## src/rtl/branch_resolve_unit.sv

```systemverilog
// branch_resolve_unit: resolves conditional branches, jal/jalr, lui/auipc in one
// cycle, flags front-end mispredicts and queues BTB training updates in a FIFO.
// Optional feature: define BRU_PERF_CNT_EN to add branch/mispredict counters.
module branch_resolve_unit #(
    parameter int ROB_W    = 6,
    parameter int DEST_W   = 6,
    parameter int UQ_DEPTH = 4
) (
    input  logic              cpu_clock_i,
    input  logic              cpu_reset_n_i,
    input  logic              flush_i,
    input  logic              valid_i,
    output logic              ready_o,
    input  logic [31:0]       operand_1,
    input  logic [31:0]       operand_2,
    input  logic [31:0]       offset,
    input  logic [29:0]       pc,
    input  logic              auipc,
    input  logic              lui,
    input  logic              jal,
    input  logic              jalr,
    input  logic [2:0]        bnch_cond,
    input  logic [ROB_W-1:0]  rob_id_i,
    input  logic [DEST_W-1:0] dest_i,
    input  logic [1:0]        bm_pred_i,
    input  logic [1:0]        btype_i,
    input  logic              btb_vld_i,
    input  logic [29:0]       btb_target_i,
    input  logic              btb_way_i,
    output logic [31:0]       result_o,
    output logic              wb_valid_o,
    output logic [DEST_W-1:0] wb_dest_o,
    output logic              res_valid_o,
    output logic [ROB_W-1:0]  rob_o,
    output logic              excp_o,
    output logic [31:0]       excp_target_o,
    output logic              upd_valid_o,
    input  logic              upd_ready_i,
    output logic [29:0]       upd_pc_o,
    output logic [31:0]       upd_target_o,
    output logic              upd_taken_o,
    output logic [1:0]        upd_type_o,
    output logic              upd_way_o,
    output logic [1:0]        upd_bm_o,
    output logic              upd_mispred_o
`ifdef BRU_PERF_CNT_EN
    ,
    output logic [31:0]       perf_bnch_o,
    output logic [31:0]       perf_misp_o
`endif
);

    localparam int IDX_W = $clog2(UQ_DEPTH);
    localparam int PTR_W = IDX_W + 1;

    localparam logic [1:0] TYPE_BRANCH = 2'b00;
    localparam logic [1:0] TYPE_JUMP   = 2'b10;

    typedef struct packed {
        logic [29:0] pc;
        logic [31:0] target;
        logic        taken;
        logic [1:0]  btype;
        logic        way;
        logic [1:0]  bm;
        logic        mispred;
    } upd_entry_t;

    // ------------------------------------------------------------------
    // Decode and resolution
    // ------------------------------------------------------------------
    logic        is_jump;
    logic        is_branch;
    logic        is_cf;
    logic        cond_true;
    logic        taken;
    logic [31:0] pc_byte;
    logic [31:0] seq_pc;
    logic [31:0] rel_target;
    logic [31:0] jalr_target;
    logic [31:0] next_pc;
    logic [1:0]  op_type;
    logic        mispred;
    logic [31:0] result_d;
    logic        wb_en;

    assign is_jump     = jal | jalr;
    assign is_branch   = !(lui | auipc | jal | jalr);
    assign is_cf       = is_jump | is_branch;
    assign pc_byte     = {pc, 2'b00};
    assign seq_pc      = pc_byte + 32'd4;
    assign rel_target  = pc_byte + offset;
    assign jalr_target = (operand_1 + offset) & ~32'd1;

    // Evaluate the branch condition selected by funct3.
    always_comb begin
        // NOTE: default first so no path through the case can infer a latch.
        cond_true = 1'b0;
        case (bnch_cond)
            3'b000:  cond_true = (operand_1 == operand_2);
            3'b001:  cond_true = (operand_1 != operand_2);
            3'b100:  cond_true = ($signed(operand_1) <  $signed(operand_2));
            3'b101:  cond_true = ($signed(operand_1) >= $signed(operand_2));
            3'b110:  cond_true = (operand_1 <  operand_2);
            3'b111:  cond_true = (operand_1 >= operand_2);
            default: cond_true = 1'b0;
        endcase
    end

    assign taken   = is_jump | (is_branch & cond_true);
    assign next_pc = jalr ? jalr_target : (taken ? rel_target : seq_pc);
    assign op_type = is_jump ? TYPE_JUMP : TYPE_BRANCH;

    assign mispred = is_cf & (!btb_vld_i
                             | ({btb_target_i, 2'b00} != next_pc)
                             | (btype_i != op_type)
                             | (is_branch & (cond_true != bm_pred_i[1])));

    assign result_d = lui ? offset : (auipc ? rel_target : seq_pc);
    assign wb_en    = (lui | auipc | jal | jalr) & (dest_i != '0);

    // ------------------------------------------------------------------
    // BTB update queue
    // ------------------------------------------------------------------
    logic [PTR_W-1:0] wr_ptr_q, rd_ptr_q;
    upd_entry_t       uq_mem [UQ_DEPTH];
    upd_entry_t       head;
    upd_entry_t       enq_entry;
    logic             uq_full;
    logic             uq_empty;
    logic             accept;
    logic             do_op;
    logic             enq;
    logic             deq;

    assign uq_empty = (wr_ptr_q == rd_ptr_q);
    assign uq_full  = (wr_ptr_q[IDX_W] != rd_ptr_q[IDX_W]) &&
                      (wr_ptr_q[IDX_W-1:0] == rd_ptr_q[IDX_W-1:0]);

    assign ready_o = !uq_full;
    assign accept  = valid_i & ready_o;
    assign do_op   = accept & !flush_i;
    assign enq     = do_op & is_cf;
    assign deq     = upd_valid_o & upd_ready_i;

    assign enq_entry = '{pc: pc, target: next_pc, taken: taken, btype: op_type,
                         way: btb_way_i, bm: bm_pred_i, mispred: mispred};

    // Queue storage; contents are qualified by the pointers.
    // NOTE: storage is not reset -- only the pointers decide which entries are live.
    always_ff @(posedge cpu_clock_i) begin
        if (enq) begin
            uq_mem[wr_ptr_q[IDX_W-1:0]] <= enq_entry;
        end
    end

    // Queue pointers; the extra MSB separates full from empty.
    always_ff @(posedge cpu_clock_i or negedge cpu_reset_n_i) begin
        // NOTE: sequential state uses non-blocking assignments only.
        if (!cpu_reset_n_i) begin
            wr_ptr_q <= '0;
            rd_ptr_q <= '0;
        end else begin
            if (enq) wr_ptr_q <= wr_ptr_q + PTR_W'(1);
            if (deq) rd_ptr_q <= rd_ptr_q + PTR_W'(1);
        end
    end

    assign head          = uq_mem[rd_ptr_q[IDX_W-1:0]];
    assign upd_valid_o   = !uq_empty;
    assign upd_pc_o      = head.pc;
    assign upd_target_o  = head.target;
    assign upd_taken_o   = head.taken;
    assign upd_type_o    = head.btype;
    assign upd_way_o     = head.way;
    assign upd_bm_o      = head.bm;
    assign upd_mispred_o = head.mispred;

    // ------------------------------------------------------------------
    // Registered result / redirect outputs
    // ------------------------------------------------------------------
    // Pulses drop each cycle; data fields only change on an accepted op.
    always_ff @(posedge cpu_clock_i or negedge cpu_reset_n_i) begin
        if (!cpu_reset_n_i) begin
            res_valid_o   <= 1'b0;
            wb_valid_o    <= 1'b0;
            excp_o        <= 1'b0;
            result_o      <= '0;
            rob_o         <= '0;
            wb_dest_o     <= '0;
            excp_target_o <= '0;
        end else begin
            res_valid_o <= do_op;
            wb_valid_o  <= do_op & wb_en;
            excp_o      <= do_op & mispred;
            if (do_op) begin
                result_o      <= result_d;
                rob_o         <= rob_id_i;
                wb_dest_o     <= dest_i;
                excp_target_o <= next_pc;
            end
        end
    end

`ifdef BRU_PERF_CNT_EN
    // Resolved control-flow and mispredict counters, wrapping at 2^32.
    always_ff @(posedge cpu_clock_i or negedge cpu_reset_n_i) begin
        if (!cpu_reset_n_i) begin
            perf_bnch_o <= '0;
            perf_misp_o <= '0;
        end else begin
            if (enq)           perf_bnch_o <= perf_bnch_o + 32'd1;
            if (enq & mispred) perf_misp_o <= perf_misp_o + 32'd1;
        end
    end
`endif

endmodule

```

## config.mk

```make
export PLATFORM = sky130hd
export DESIGN_NAME = branch_resolve_unit
export DESIGN_NICKNAME = d
export VERILOG_FILES = /design/src/rtl/branch_resolve_unit.sv
export SDC_FILE = /design/constraint.sdc
export NUM_CORES = 1
export LEC_CHECK = 0
export BUFFER_PORTS_ARGS = -buffer_cell sky130_fd_sc_hd__buf_2
export CORE_ASPECT_RATIO = 0.7
export CORE_MARGIN = 3
export CORE_UTILIZATION = 50
export DETAILED_ROUTE_END_ITERATION = 8
export PLACE_DENSITY = 0.72
export SYNTH_ARGS = -nofsm -noshare
export SYNTH_HDL_FRONTEND = slang
export SYNTH_SLANG_ARGS = --single-unit
```

## constraint.sdc

```tcl
create_clock -name cpu_clock_i -period 3.8 [get_ports cpu_clock_i]
set_input_delay 0.38 -clock cpu_clock_i [delete_from_list [all_inputs] [get_ports cpu_clock_i]]
set_output_delay 0.38 -clock cpu_clock_i [all_outputs]
set_load 0.02 [all_outputs]
```

* Word level (Yosys, flattened, before mapping) *
Memories as Yosys holds them, arrays and structs flattened.
Index checks and enable logic that the tools add are counted.

cells by class
  $add $sub $neg = 5
  order comparisons = 4
  equal/unequal tests = 13
  multiplexer cells = 8
  bitwise logic cells = 19
  reduce and logical (&&, ||, !) cells = 8

operator list
  kind                                                  count
  2-to-1 mux 32 bit                                     4
  adder 32 bit                                          2
  >= comparator 32 bit                                  2
  < comparator 32 bit                                   2
  inequality test 32 bit                                2
  adder 32 x 3 -> 32 bit (second input constant)        1
  equality test 32 bit                                  1
  equality test 3 bit (second input constant)           4
  AND 1 bit                                             10
  OR 1 bit                                              9
  adder 3 x 1 -> 3 bit (second input constant)          2
  one-hot mux 1 bit (6 select lines)                    1
  nonzero test 6 bit                                    1
  zero test 1 bit                                       5
  equality test 3 x 1 -> 1 bit (second input constant)  1
  equality test 3 bit                                   1
  zero test 3 bit                                       1
  equality test 2 bit                                   1
  2-to-1 mux 1 bit                                      2
  2-to-1 mux 2 bit                                      1
  inequality test 1 bit                                 2
  inequality test 2 bit                                 1
  logical AND 1 bit                                     1

storage, ports and cells
  register bits after elaboration = 85
  memory bits (writable) = 276
  input bits = 186
  output and inout bits = 150
  logic and storage cells = 67
  memories = 1

memories
  memory  depth  bits a word  read ports  clocked after Yosys merged registers in  wr ports  RTL line  RTL
  uq_mem  4      69           1           0                                        1         126       upd_entry_t uq_mem [UQ_DEPTH];

* Depth between registers and ports, before layout *
Gate-level depths: netlist (run 1).

  depth in word-level cells = 14
  gate-level depth with buffers = 17
  depth with buffers taken out = 16

* Least setup slack after synthesis (run 1) *
OpenSTA, ideal clock, no wires.

  kind = input -> register
  from = input port operand_2[31]
  to = memory uq_mem[0][0] (netlist bit), data pin
  library setup time = 271 ps
  arrival time = 3879 ps
  required time = 3529 ps
  slack = -350 ps
  stages = 16
  path buffers = 1
  cell sequence = inv_1 -> ha_1 -> and3_1 -> nand4_2 -> or4_4 -> a2111oi_1 -> o22a_2 -> or2_4 -> buf_12 -> nor3_1 -> a211oi_1 -> xor2_1 -> a2111oi_1 -> nand4_1 -> nor4_2 -> nor2_1

between the ends
  cells in the longest elaborated chain, start to end = 11
  elaborated cells on any way between the ends = 18
  classes of those cells = 4 x order compare; 4 x eq/ne; 3 x mux; 7 x bitwise

RTL lines
  element                                       RTL line  RTL
  from (decl)                                   15        input logic [31:0] operand_2,
  >= comparator 32 bit (tied with other cells)  105       3'b111: cond_true = (operand_1 >= operand_2);
  one-hot mux 1 bit (6 select lines) *          99        case (bnch_cond)
  AND 1 bit *                                   110       assign taken = is_jump | (is_branch & cond_true);
  OR 1 bit *                                    110
  2-to-1 mux 32 bit * (2 in series)             111       assign next_pc = jalr ? jalr_target : (taken ? rel_target : seq_pc);
  named net next_pc[15]                         81        logic [31:0] next_pc;
  inequality test 32 bit *                      115       | ({btb_target_i, 2'b00} != next_pc)
  OR 1 bit *                                    115
  OR 1 bit *                                    116       | (btype_i != op_type)
  OR 1 bit *                                    117       | (is_branch & (cond_true != bm_pred_i[1])));
  AND 1 bit *                                   114       assign mispred = is_cf & (!btb_vld_i
  named net mispred                             83        logic mispred;
  to (decl)                                     126

Mark *: on every way through the listed nets, which the timed path passes. The rest lies on a longest branch.

* Worst setup path after layout (run 1) *
  from = input port operand_2[5]
  to = memory uq_mem[3][0] (netlist bit), data pin

between the ends
  cells in the longest elaborated chain, start to end = 11
  elaborated cells on any way between the ends = 18
  classes of those cells = 4 x order compare; 4 x eq/ne; 3 x mux; 7 x bitwise

RTL lines
  element                                       RTL line
  >= comparator 32 bit (tied with other cells)  105
  one-hot mux 1 bit (6 select lines) *          99
  AND 1 bit                                     110
  OR 1 bit                                      110
  2-to-1 mux 32 bit (2 in series)               111
  inequality test 32 bit                        115
  OR 1 bit                                      115
  OR 1 bit                                      116
  OR 1 bit *                                    117
  AND 1 bit *                                   114
  named net mispred                             83

Marks and branches as above.

==> results.md, run 1 <==
Outcome:
- The run finished, with violations left.
- The checks that failed: negative setup slack.

Final layout:
- For this run, the post-layout net count is 2637.
- The area growth from synthesis to layout is 34.0%.
- The fraction of layout instances using a drive strength above 1 is 38.9%.

Timing:
- The final critical path takes up 108% of the cycle.
- The worst slew margin relative to its limit is 27.0%.
- The final number of max-transition violations is 0.
- The smallest setup slack after layout is -0.291 ns.
- Clock skew on the completed layout was measured at 0.0135 ns.
- The transition time of the tightest slew-check pin is 1.09 ns.
- Setup violations remaining at the end of the flow were counted as 5.
- The maximum clock frequency is 244 MHz.
- Setup repair after global routing could not meet its margin everywhere.
- The worst slack on hold paths is 0.0354 ns.
- For the finished layout, the period the worst path requires is 4.09 ns.
- The final count of hold timing violations was 0.

Logic synthesis:
- By area the synthesized netlist is led by sky130_fd_sc_hd__edfxtp_1 41%, sky130_fd_sc_hd__dfrtp_1 11%, sky130_fd_sc_hd__mux4_2 7.8%.
- The fraction of synthesis flops using an asynchronous set or reset pin is 23.8%.
- The count of synthesis-stage warnings from yosys is 0.
- The most area-hungry cell type in the Yosys netlist is sky130_fd_sc_hd__edfxtp_1.
- Each instance of the synthesized netlist takes up on average 11.7 um2.
- The count of flip-flops with a built-in enable after synthesis is 272.
- The flip-flop and latch count after synthesis is 357.
- The portion of synthesized cell area occupied by the leading cell type is 41.4%.
- The distinct cell type count of the synthesized netlist is 78.
- The mapped netlist covers 19700 um2.
- For this run, the leading register cell type out of synthesis is sky130_fd_sc_hd__edfxtp_1.
- The number of nets handed over by synthesis was 1963.
- After technology mapping, the gate count stands at 1678.
- After synthesis, flip-flops and latches occupy 52.2% of the total area.

Power:
- The design draws 15.4 mW.
- The sequential share of power is 35.2%.
- The part of the power in combinational logic is 41.9%.
- The internal portion of total power is 9.58 mW.
- The maximum ir drop on the vdd rail is 0.000374 V.
- In this run the power density over the cells is 582 nW/um2.
- The clock network accounts for 22.8% of the total power.
- The leakage power is 11.2 nW.
- In this run the power spent charging and discharging nets is 5.78 mW.
- The switching portion of total power is 37.6%.

Floorplanning:
- Pin placement for this block handled 336 I/O pins.
- The floorplan has 60 rows.
- The core region is 38700 um2.
- The initial standard-cell utilization of the core is 51.0%.
- From bottom edge to top edge, the die measures 172 um.
- The die span in x is 243 um.
- The die area is 41900 um2.

Setup path:
- The maximum cell stage delay along the critical path is 0.58 ns.
- The critical path goes through buf_6 -> inv_2 -> ha_4 -> and4_4 -> nand4_1 -> or4_4 -> buf_6 -> a2111oi_4 -> o22a_2 -> or2_4 -> buf_12 -> o31ai_4 -> inv_2 -> buf_6 -> o221ai_4 -> xnor2_2 -> a2111oi_2 -> nand4_1 -> nor4_4 -> nor2_2.
- The setup path with the least slack is of type in2reg.
- By instance count, the cell type seen most on the critical path is sky130_fd_sc_hd__buf_6.
- The worst setup path is launched from an input pin.
- In this run the worst setup path begins at operand_2[5].
- The slowest cell on the critical path is sky130_fd_sc_hd__or4_4.
- For the worst setup path, the data required time is 4.08 ns.
- The source of the worst register-to-register timing path is rd_ptr_q[1]$_DFFE_PN0P_.
- The arrival time of data at the critical path endpoint is 4.37 ns.
- The length in cells of the worst reg-to-reg path is 5.
- The worst setup path is captured at a flip-flop.
- The count of cell instances traversed by the critical path is 20.
- The setup check on the worst reg-to-reg path leaves a slack of 1.08 ns.
- The endpoint of the worst register-to-register path is result_o[29]$_DFFE_PN0P_.
- In this run the worst path has a maximum fanout of 7.
- The critical path endpoint is uq_mem[3][0]$_DFFE_PP_.
- Grouping stages by cell kind, the critical path spends the most delay in simple AND/OR/NAND/NOR gates.
- Together, buffers and inverters on the worst path number 6.

CTS:
- The tree is rooted in a sky130_fd_sc_hd__clkbuf_16.
- The clock slew seen by the registers of the worst setup and hold paths is 0.06 ns.
- Counting every sink on the clock net gives 357.
- TritonCTS built the clock tree.
- The buffer depth of the longest clock path is 3.
- The clock reaches the later pin of the worst-skew pair after 0.54 ns.
- The CTS H-tree depth is 2.
- The CTS buffer count is 36.

Routing:
- For this block, the routed nets add up to 69200 um of wire.
- The number of nets still failing antenna checks after routing is 0.
- The detailed-route vias per instance is 5.89.
- The detailed router placed 17100 vias in this run.
- After detailed routing, the average wire length per cell comes to 23.8 um.
- For this block, the initial DRC count from the detailed router was 1631.
- The first-pass detailed-route iteration total is 5.
- The count of unresolved DRC violations after routing is 0.

Place:
- The worst slack at placement is -1.05 ns.
- The final HPWL from detailed placement is 53400 um.
- The last weighted congestion value of the routability-driven placer is 0.983.
- The number of port buffers is 334.

Global route:
- The number of antenna violations at the first check in global routing is 6.
- The combined global-route utilization of all metal layers is 32.6%.
- The number of global-route vias before repair is 16800.
- The wire length of the first global-routing pass is 102000 um.
- Entering global routing, the biggest net connects 107 pins.
- The sum of overflow across all layers after global routing is 0.

Job:
- The reported max-cap violation count is 0.

Worst hold path:
- In this run the worst hold path is classified as in2reg.
==> timing repair <==
item / 4_1_cts / 5_1_grt
gates cloned: 0 / 0
hold endpoints to repair: 57 / 0
endpoints found under the setup margin: 5 / 5
setup buffers: 5 / 5
pin swaps: 24 / 16
hold buffers: 1 / 0
resized for setup: 55 / 32
==> registers in the layout, indices dropped and copies added, names as in the netlist <==
| register | cells |
|---|---|
| excp_o | 1 |
| excp_target_o | 32 |
| rd_ptr_q | 3 |
| res_valid_o | 1 |
| result_o | 32 |
| rob_o | 6 |
| uq_mem | 272 |
| wb_dest_o | 6 |
| wb_valid_o | 1 |
| wr_ptr_q | 3 |
==> metal layers <==
| layer | GRT usage [%] | routed length, um |
|---|---|---|
| met5 | 0 | 55 |
| met4 | 9.32 | 1920 |
| met3 | 9.55 | 7540 |
| met2 | 49.9 | 30500 |
| met1 | 45.6 | 29200 |
==> power by group through the flow <==
stage	logic, mW	clock network [mW]	registers [mW]
global route	6.88	3.70	5.48
detailed placement	6.30	0	5.48
floorplan	3.28	0	5.89
CTS	6.40	3.56	5.41
global placement	6.19	0	5.44
finish	6.44	3.50	5.41
==> area by class of cell <==
class	instances	area, um2
diodes	4	10.0
clock buffers	50	983
clock inverters	16	164
fillers	2892	12300
inverters	78	315
multi-input cells	1178	9290
flip-flops and latches	357	10300
well taps	527	659
repair buffers	701	4690
==> worst reg2reg max path: stages (launching register included) <==
cell                       delay, ns
sky130_fd_sc_hd__dfrtp_4        0.57
sky130_fd_sc_hd__xor2_1         0.19
sky130_fd_sc_hd__or3_1          0.40
sky130_fd_sc_hd__nand3b_1       0.20
sky130_fd_sc_hd__buf_4          0.86
sky130_fd_sc_hd__o21ai_0        0.31
==> synth_stat cells (5+ instances only) <==
library cell                instances
sky130_fd_sc_hd__o21ai_0           95
sky130_fd_sc_hd__o21bai_1           5
sky130_fd_sc_hd__a31oi_1           15
sky130_fd_sc_hd__or3_1              9
sky130_fd_sc_hd__o221ai_1           7
sky130_fd_sc_hd__nand4_1           26
sky130_fd_sc_hd__a21boi_0           5
sky130_fd_sc_hd__edfxtp_1         272
sky130_fd_sc_hd__and2_1             6
sky130_fd_sc_hd__o31ai_1           10
sky130_fd_sc_hd__nor4_1            10
sky130_fd_sc_hd__nor2_1            86
sky130_fd_sc_hd__nor3_1            23
sky130_fd_sc_hd__o21a_1             9
sky130_fd_sc_hd__nand2_1          220
sky130_fd_sc_hd__xnor2_1           54
sky130_fd_sc_hd__nor2b_1            9
sky130_fd_sc_hd__dfrtp_1           85
sky130_fd_sc_hd__a221oi_1           6
sky130_fd_sc_hd__ha_1              97
sky130_fd_sc_hd__o2bb2ai_1          6
sky130_fd_sc_hd__a21o_1            24
sky130_fd_sc_hd__o211ai_1          17
sky130_fd_sc_hd__and3_1            26
sky130_fd_sc_hd__nand2b_1          12
sky130_fd_sc_hd__a31o_2             5
sky130_fd_sc_hd__clkbuf_1          44
sky130_fd_sc_hd__a211oi_1          22
sky130_fd_sc_hd__inv_1             77
sky130_fd_sc_hd__mux2i_1           24
sky130_fd_sc_hd__a21oi_1           93
sky130_fd_sc_hd__nand3_1           48
sky130_fd_sc_hd__a2111oi_0          6
sky130_fd_sc_hd__mux4_2            68
sky130_fd_sc_hd__xor2_1            43
sky130_fd_sc_hd__mux2_2            20
sky130_fd_sc_hd__or2_2              6
sky130_fd_sc_hd__buf_1             15
sky130_fd_sc_hd__nand3b_1           6
sky130_fd_sc_hd__and4_1             5
==> layout by cell type (no fill, tap or decap), drive strengths merged, types with 17 or more instances in the layout <==
cell type	count
nand4	27
a21o	24
inv	81
buf	700
and3	26
nor2	86
mux2	20
nand3	48
o21ai	95
edfxtp	272
mux4	68
nand2	220
mux2i	24
a211oi	22
dfrtp	85
ha	97
clkbuf	50
xnor2	54
xor2	43
a21oi	93
nor3	23
o211ai	17
==> how the worst min path moves through the flow <==
stage,from,end,slack [ns],depth (start not counted)
3_3_place_gp,result_o[0]$_DFFE_PN0P_,result_o[0]$_DFFE_PN0P_,0.45,2
3_5_place_dp,result_o[0]$_DFFE_PN0P_,result_o[0]$_DFFE_PN0P_,0.46,2
5_1_grt,rob_id_i[2],rob_o[2]$_DFFE_PN0P_,0.04,3
2_1_floorplan,cpu_reset_n_i,excp_o$_DFF_PN0_,0.08,0
6_report,rob_id_i[4],rob_o[4]$_DFFE_PN0P_,0.04,3
4_1_cts,rob_id_i[4],rob_o[4]$_DFFE_PN0P_,0.02,3
==> stage by stage <==
step | util, % | std cells | instance area [um2] | TNS [ns]
final | 68.3 | 2911 | 26400 | -1.41
after floorplan | - | 1678 | 19900 | -0.741
after detailed placement | 63.9 | 2830 | 24700 | -15.94
after CTS | 67.7 | 2902 | 26200 | -1.20
after global routing | 68.3 | 2909 | 26400 | -1.91
after global placement | 63.9 | 2830 | 24700 | -10.98
==> logic make-up (layout without fill, tap and decap cells) <==
logic type	Yosys count	in the layout	synth area share (%)
AOI/OAI and AO/OA	369	369	12.3
xor gates and xnor gates	97	97	4.31
adders and majority gates	99	99	6.36
buffers and inverters	143	845	2.85
DFF	357	357	52.2
muxes	112	112	10.1
other	1	5	0.0190
and+or+nand+nor	500	500	11.8
Power figures use the tool's default switching activity.
==> inputs of run 2 (changes only) <==
PLACE_DENSITY = 0.69   (was 0.72)
RECOVER_POWER = 100   (was unset)
clock period = 4.1 ns   (was 3.8 ns; I/O delays follow)
==> run 2 against run 1 <==
The flow finishes with violations (max-capacitance violations, max-slew violations, negative setup slack). Flip-flop and latch count unchanged. Global-route usage up 0.50 points. Sequential share of layout area up 0.53 points. Worst setup slack better by 0.25 ns. Clock-buffer cell count down 1. Final cell count down 0.96%. Register-to-register slack worse by 0.76 ns. Critical path depth down 1. Sequential power down 7.2%. Non-clock buffer count down 27. Clock skew up 0.0036 ns.
==> results.md, run 2 (synthesis gave the netlist of run 1 again) <==
CTS:
- The CTS H-tree depth is 2 (unchanged).
- The clock latency on the worst-skew pair came to 0.55 ns (was 0.54 ns).
- The total clock sinks is 357 (unchanged).
- The TritonCTS clock tree was done (unchanged).
- The buffer depth of the longest clock path was 3 (unchanged).
- The clock slew seen by the registers of the worst setup and hold paths is 0.06 ns (about the same).
- The CTS buffer count was 34 (was 36).
- The cell at the root of the clock tree is sky130_fd_sc_hd__clkbuf_16 (unchanged).

Setup path:
- The endpoint of the worst register-to-register path is uq_mem[0][32]$_DFFE_PP_ (was result_o[29]$_DFFE_PN0P_).
- Critical-path cell list: buf_2 -> inv_1 -> ha_1 -> and3_4 -> nand4_1 -> or4_4 -> mux2i_4 -> a31oi_4 -> mux2i_4 -> o31ai_4 -> buf_6 -> buf_6 -> buf_6 -> or3_1 -> o211ai_1 -> a21oi_1 -> o2111ai_4 -> nor4_4 -> nor2_2 (was buf_6 -> inv_2 -> ha_4 -> and4_4 -> nand4_1 -> or4_4 -> buf_6 -> a2111oi_4 -> o22a_2 -> or2_4 -> buf_12 -> o31ai_4 -> inv_2 -> buf_6 -> o221ai_4 -> xnor2_2 -> a2111oi_2 -> nand4_1 -> nor4_4 -> nor2_2).
- The maximum cell stage delay along the critical path is 0.59 ns (was 0.58 ns).
- The worst path required time came to 4.39 ns (was 4.08 ns).
- The kind of cell adding the most delay to the critical path is simple AND/OR/NAND/NOR gates (unchanged).
- The source of the worst register-to-register timing path is rd_ptr_q[0]$_DFFE_PN0P_ (was rd_ptr_q[1]$_DFFE_PN0P_).
- The critical path endpoint is uq_mem[0][0]$_DFFE_PP_ (was uq_mem[3][0]$_DFFE_PP_).
- The category of the critical setup timing path is in2reg (unchanged).
- The launch point of the critical path was operand_2[13] (was operand_2[5]).
- The arrival time of data at the critical path endpoint is 4.43 ns (was 4.37 ns).
- The reg-to-reg setup timing slack was 0.32 ns (was 1.08 ns).
- The most frequent cell on the critical path is sky130_fd_sc_hd__buf_6 (unchanged).
- The slowest cell on the critical path is sky130_fd_sc_hd__or4_4 (unchanged).
- The critical path startpoint category is an input pin (unchanged).
- The count of cell instances traversed by the critical path was 19 (was 20).
- The sum of buffers and inverters on the critical path is 5 (was 6).
- The type of destination of the critical path is a flip-flop (unchanged).
- The length in cells of the worst reg-to-reg path was 6 (was 5).
- The peak fanout along the critical path is 11 (was 7).

Outcome:
- Failing checks: max-capacitance violations, max-slew violations, negative setup slack (was negative setup slack).
- Run status: complete, but fails checks (unchanged).

Timing:
- The worst slew margin relative to its limit is -49.2% (was 27.0%).
- The final critical path takes up 101% of the cycle.
- The worst slack on hold paths was 0.0586 ns (was 0.0354 ns).
- The transition time of the tightest slew-check pin is 2.24 ns (was 1.09 ns).
- Counting I/O delays and the setup requirement, the final critical path takes 4.14 ns.
- Setup repair after global routing missed its margin: yes (unchanged).
- The sum of negative setup slack is -0.161 ns (was -1.41 ns).
- The smallest setup slack after layout is -0.0394 ns (was -0.291 ns).
- The final setup violation count came to 5 (unchanged).
- The final number of max-transition violations came to 248 (was 0).
- Derived from the worst setup path, the maximum achievable clock frequency is 242 MHz.
- The worst setup skew after layout came to 0.0171 ns (was 0.0135 ns).
- The final count of hold timing violations is 0 (unchanged).

Final layout:
- The area growth from synthesis to layout is 32.2% (was 34.0%).
- The fraction of layout instances using a drive strength above 1 came to 33.1% (was 38.9%).
- The flip-flop count of the largest register, all copies and words added is 272 (unchanged).
- The commonest non-fill, non-tap cell in the layout is sky130_fd_sc_hd__buf_4 (unchanged).
- Leading cell types in the layout, fill and taps excluded: 315 x sky130_fd_sc_hd__buf_4, 272 x sky130_fd_sc_hd__edfxtp_1, 220 x sky130_fd_sc_hd__nand2_1 (was 353 x sky130_fd_sc_hd__buf_4, 311 x sky130_fd_sc_hd__buf_2, 272 x sky130_fd_sc_hd__edfxtp_1).
- The final net count came to 2609 (was 2637).

Job:
- The reported max-cap violation count is 7 (was 0).

Routing:
- The number of nets still failing antenna checks after routing is 0 (unchanged).
- The routed wirelength normalized by instance count came to 24.9 um (was 23.8 um).
- The met3 wire length is 7380 um (was 7540 um).
- The number of DRC markers after the initial detailed-route iteration came to 1852 (was 1631).
- The total routed wirelength is 71700 um (was 69200 um).
- The detailed-route via count was 17200 (was 17100).
- The detailed-route vias per instance is 5.95 (was 5.89).
- The wire length on met2 is 30900 um (was 30500 um).
- The count of unresolved DRC violations after routing was 0 (unchanged).
- The first-pass detailed-route iteration total came to 6 (was 5).
- The uppermost layer routed is met5 (unchanged).
- The wire length the detailed router placed on met1 was 31500 um (was 29200 um).

Global route:
- The wire length of the first global-routing pass was 103000 um (was 102000 um).
- The pin count of the biggest net entering global routing is 61 (was 107).
- The sum of overflow across all layers after global routing is 0 (unchanged).
- The number of global-route vias before repair is 16500 (was 16800).
- The number of antenna violations at the first check in global routing is 8 (was 6).
- The combined global-route utilization of all metal layers was 33.1% (was 32.6%).

Place:
- The number of port buffers is 334 (unchanged).
- The final HPWL from detailed placement is 55800 um (was 53400 um).
- The last weighted congestion value of the routability-driven placer was 1.03 (was 0.983).

Worst hold path:
- The type of the tightest min-delay check is in2reg (unchanged).
- The launch instance of the worst min-delay path is rob_id_i[3] (was rob_id_i[4]).

Power:
- The ratio of total power to cell area is 541 nW/um2 (was 582 nW/um2).
- The leakage power is 10.7 nW (was 11.2 nW).
- The maximum ir drop on the vdd rail is 0.000492 V (was 0.000374 V).

Floorplanning:
- The number of top-level pins is 336 (unchanged).
- The die span in x came to 243 um (unchanged).
- The total core area is 38700 um2 (unchanged).
- The overall die height is 172 um (unchanged).
- The cell row count is 60 (unchanged).
- The die area was 41900 um2 (unchanged).
- The initial standard-cell utilization of the core is 51.0% (unchanged).
[run 2: area by class of cell]
cell class | instances | area, um2
Timing Repair Buffer | 674 | 4200
Timing Repair inverter | 1 | 7.51
Clock inverter | 13 | 180
Clock buffer | 49 | 978
Fill cell | 3000 | 12600
Tap cell | 527 | 659
Sequential cell | 357 | 10300
Inverter | 78 | 295
Multi-Input combinational cell | 1178 | 9410
Antenna cell | 6 | 15.0
[run 2: repair_timing]
action                                  in CTS  in global routing
endpoints found under the setup margin       5                  5
endpoints found under the hold margin       17                  0
setup buffers                                4                  8
hold buffers                                 1                  0
pin swaps                                   14                 30
resized for setup                           32                 91
gates cloned                                 0                  1
[run 2: where the power goes]
| group | switching [mW] | internal (mW) | total [mW] | leakage (nW) |
|---|---|---|---|---|
| clock network | 1.41 | 1.82 | 3.24 | 0.554 |
| logic | 3.63 | 2.21 | 5.84 | 6.60 |
| registers | 0.337 | 4.68 | 5.02 | 3.50 |
| total | 5.38 | 8.71 | 14.1 | 10.7 |
[run 2: worst min-delay path by stage]
stage                         endpoint  slack [ns]  cells past startpoint
4_1_cts           rob_o[3]$_DFFE_PN0P_        0.05                      3
3_5_place_dp   result_o[2]$_DFFE_PN0P_        0.30                      1
5_1_grt           rob_o[1]$_DFFE_PN0P_        0.07                      3
2_1_floorplan         excp_o$_DFF_PN0_        0.11                      0
6_report          rob_o[3]$_DFFE_PN0P_        0.06                      3
3_3_place_gp      rob_o[3]$_DFFE_PN0P_        0.30                      1
[run 2: routing by layer]
| layer | up-vias | track usage, % |
|---|---|---|
| li1 | 7675 | - |
| met1 | 8472 | 49.7 |
| met2 | 896 | 49.0 |
| met3 | 108 | 7.35 |
| met4 | 2 | 8.38 |
| met5 | - | 0 |
[run 2: worst min-delay path, cell delays in order]
cell and delay, ns:
sky130_fd_sc_hd__buf_2 0.08, sky130_fd_sc_hd__nand2_1 0.04, sky130_fd_sc_hd__nand2_1 0.04
[run 2: through the flow]
| step | instance area (um2) | util [%] | instances | total power, mW | setup WS (ns) |
|---|---|---|---|---|---|
| after global placement | 24300 | 62.9 | 2801 | 10.8 | -0.898 |
| final | 26000 | 67.4 | 2883 | 14.1 | -0.0394 |
| after CTS | 25700 | 66.6 | 2868 | 14.1 | 0.00320 |
| after detailed placement | 24300 | 62.9 | 2801 | 10.9 | -0.980 |
| after floorplan | 19700 | - | 1678 | 8.48 | 0.0000457 |
| after global routing | 26000 | 67.4 | 2881 | 14.7 | -0.131 |
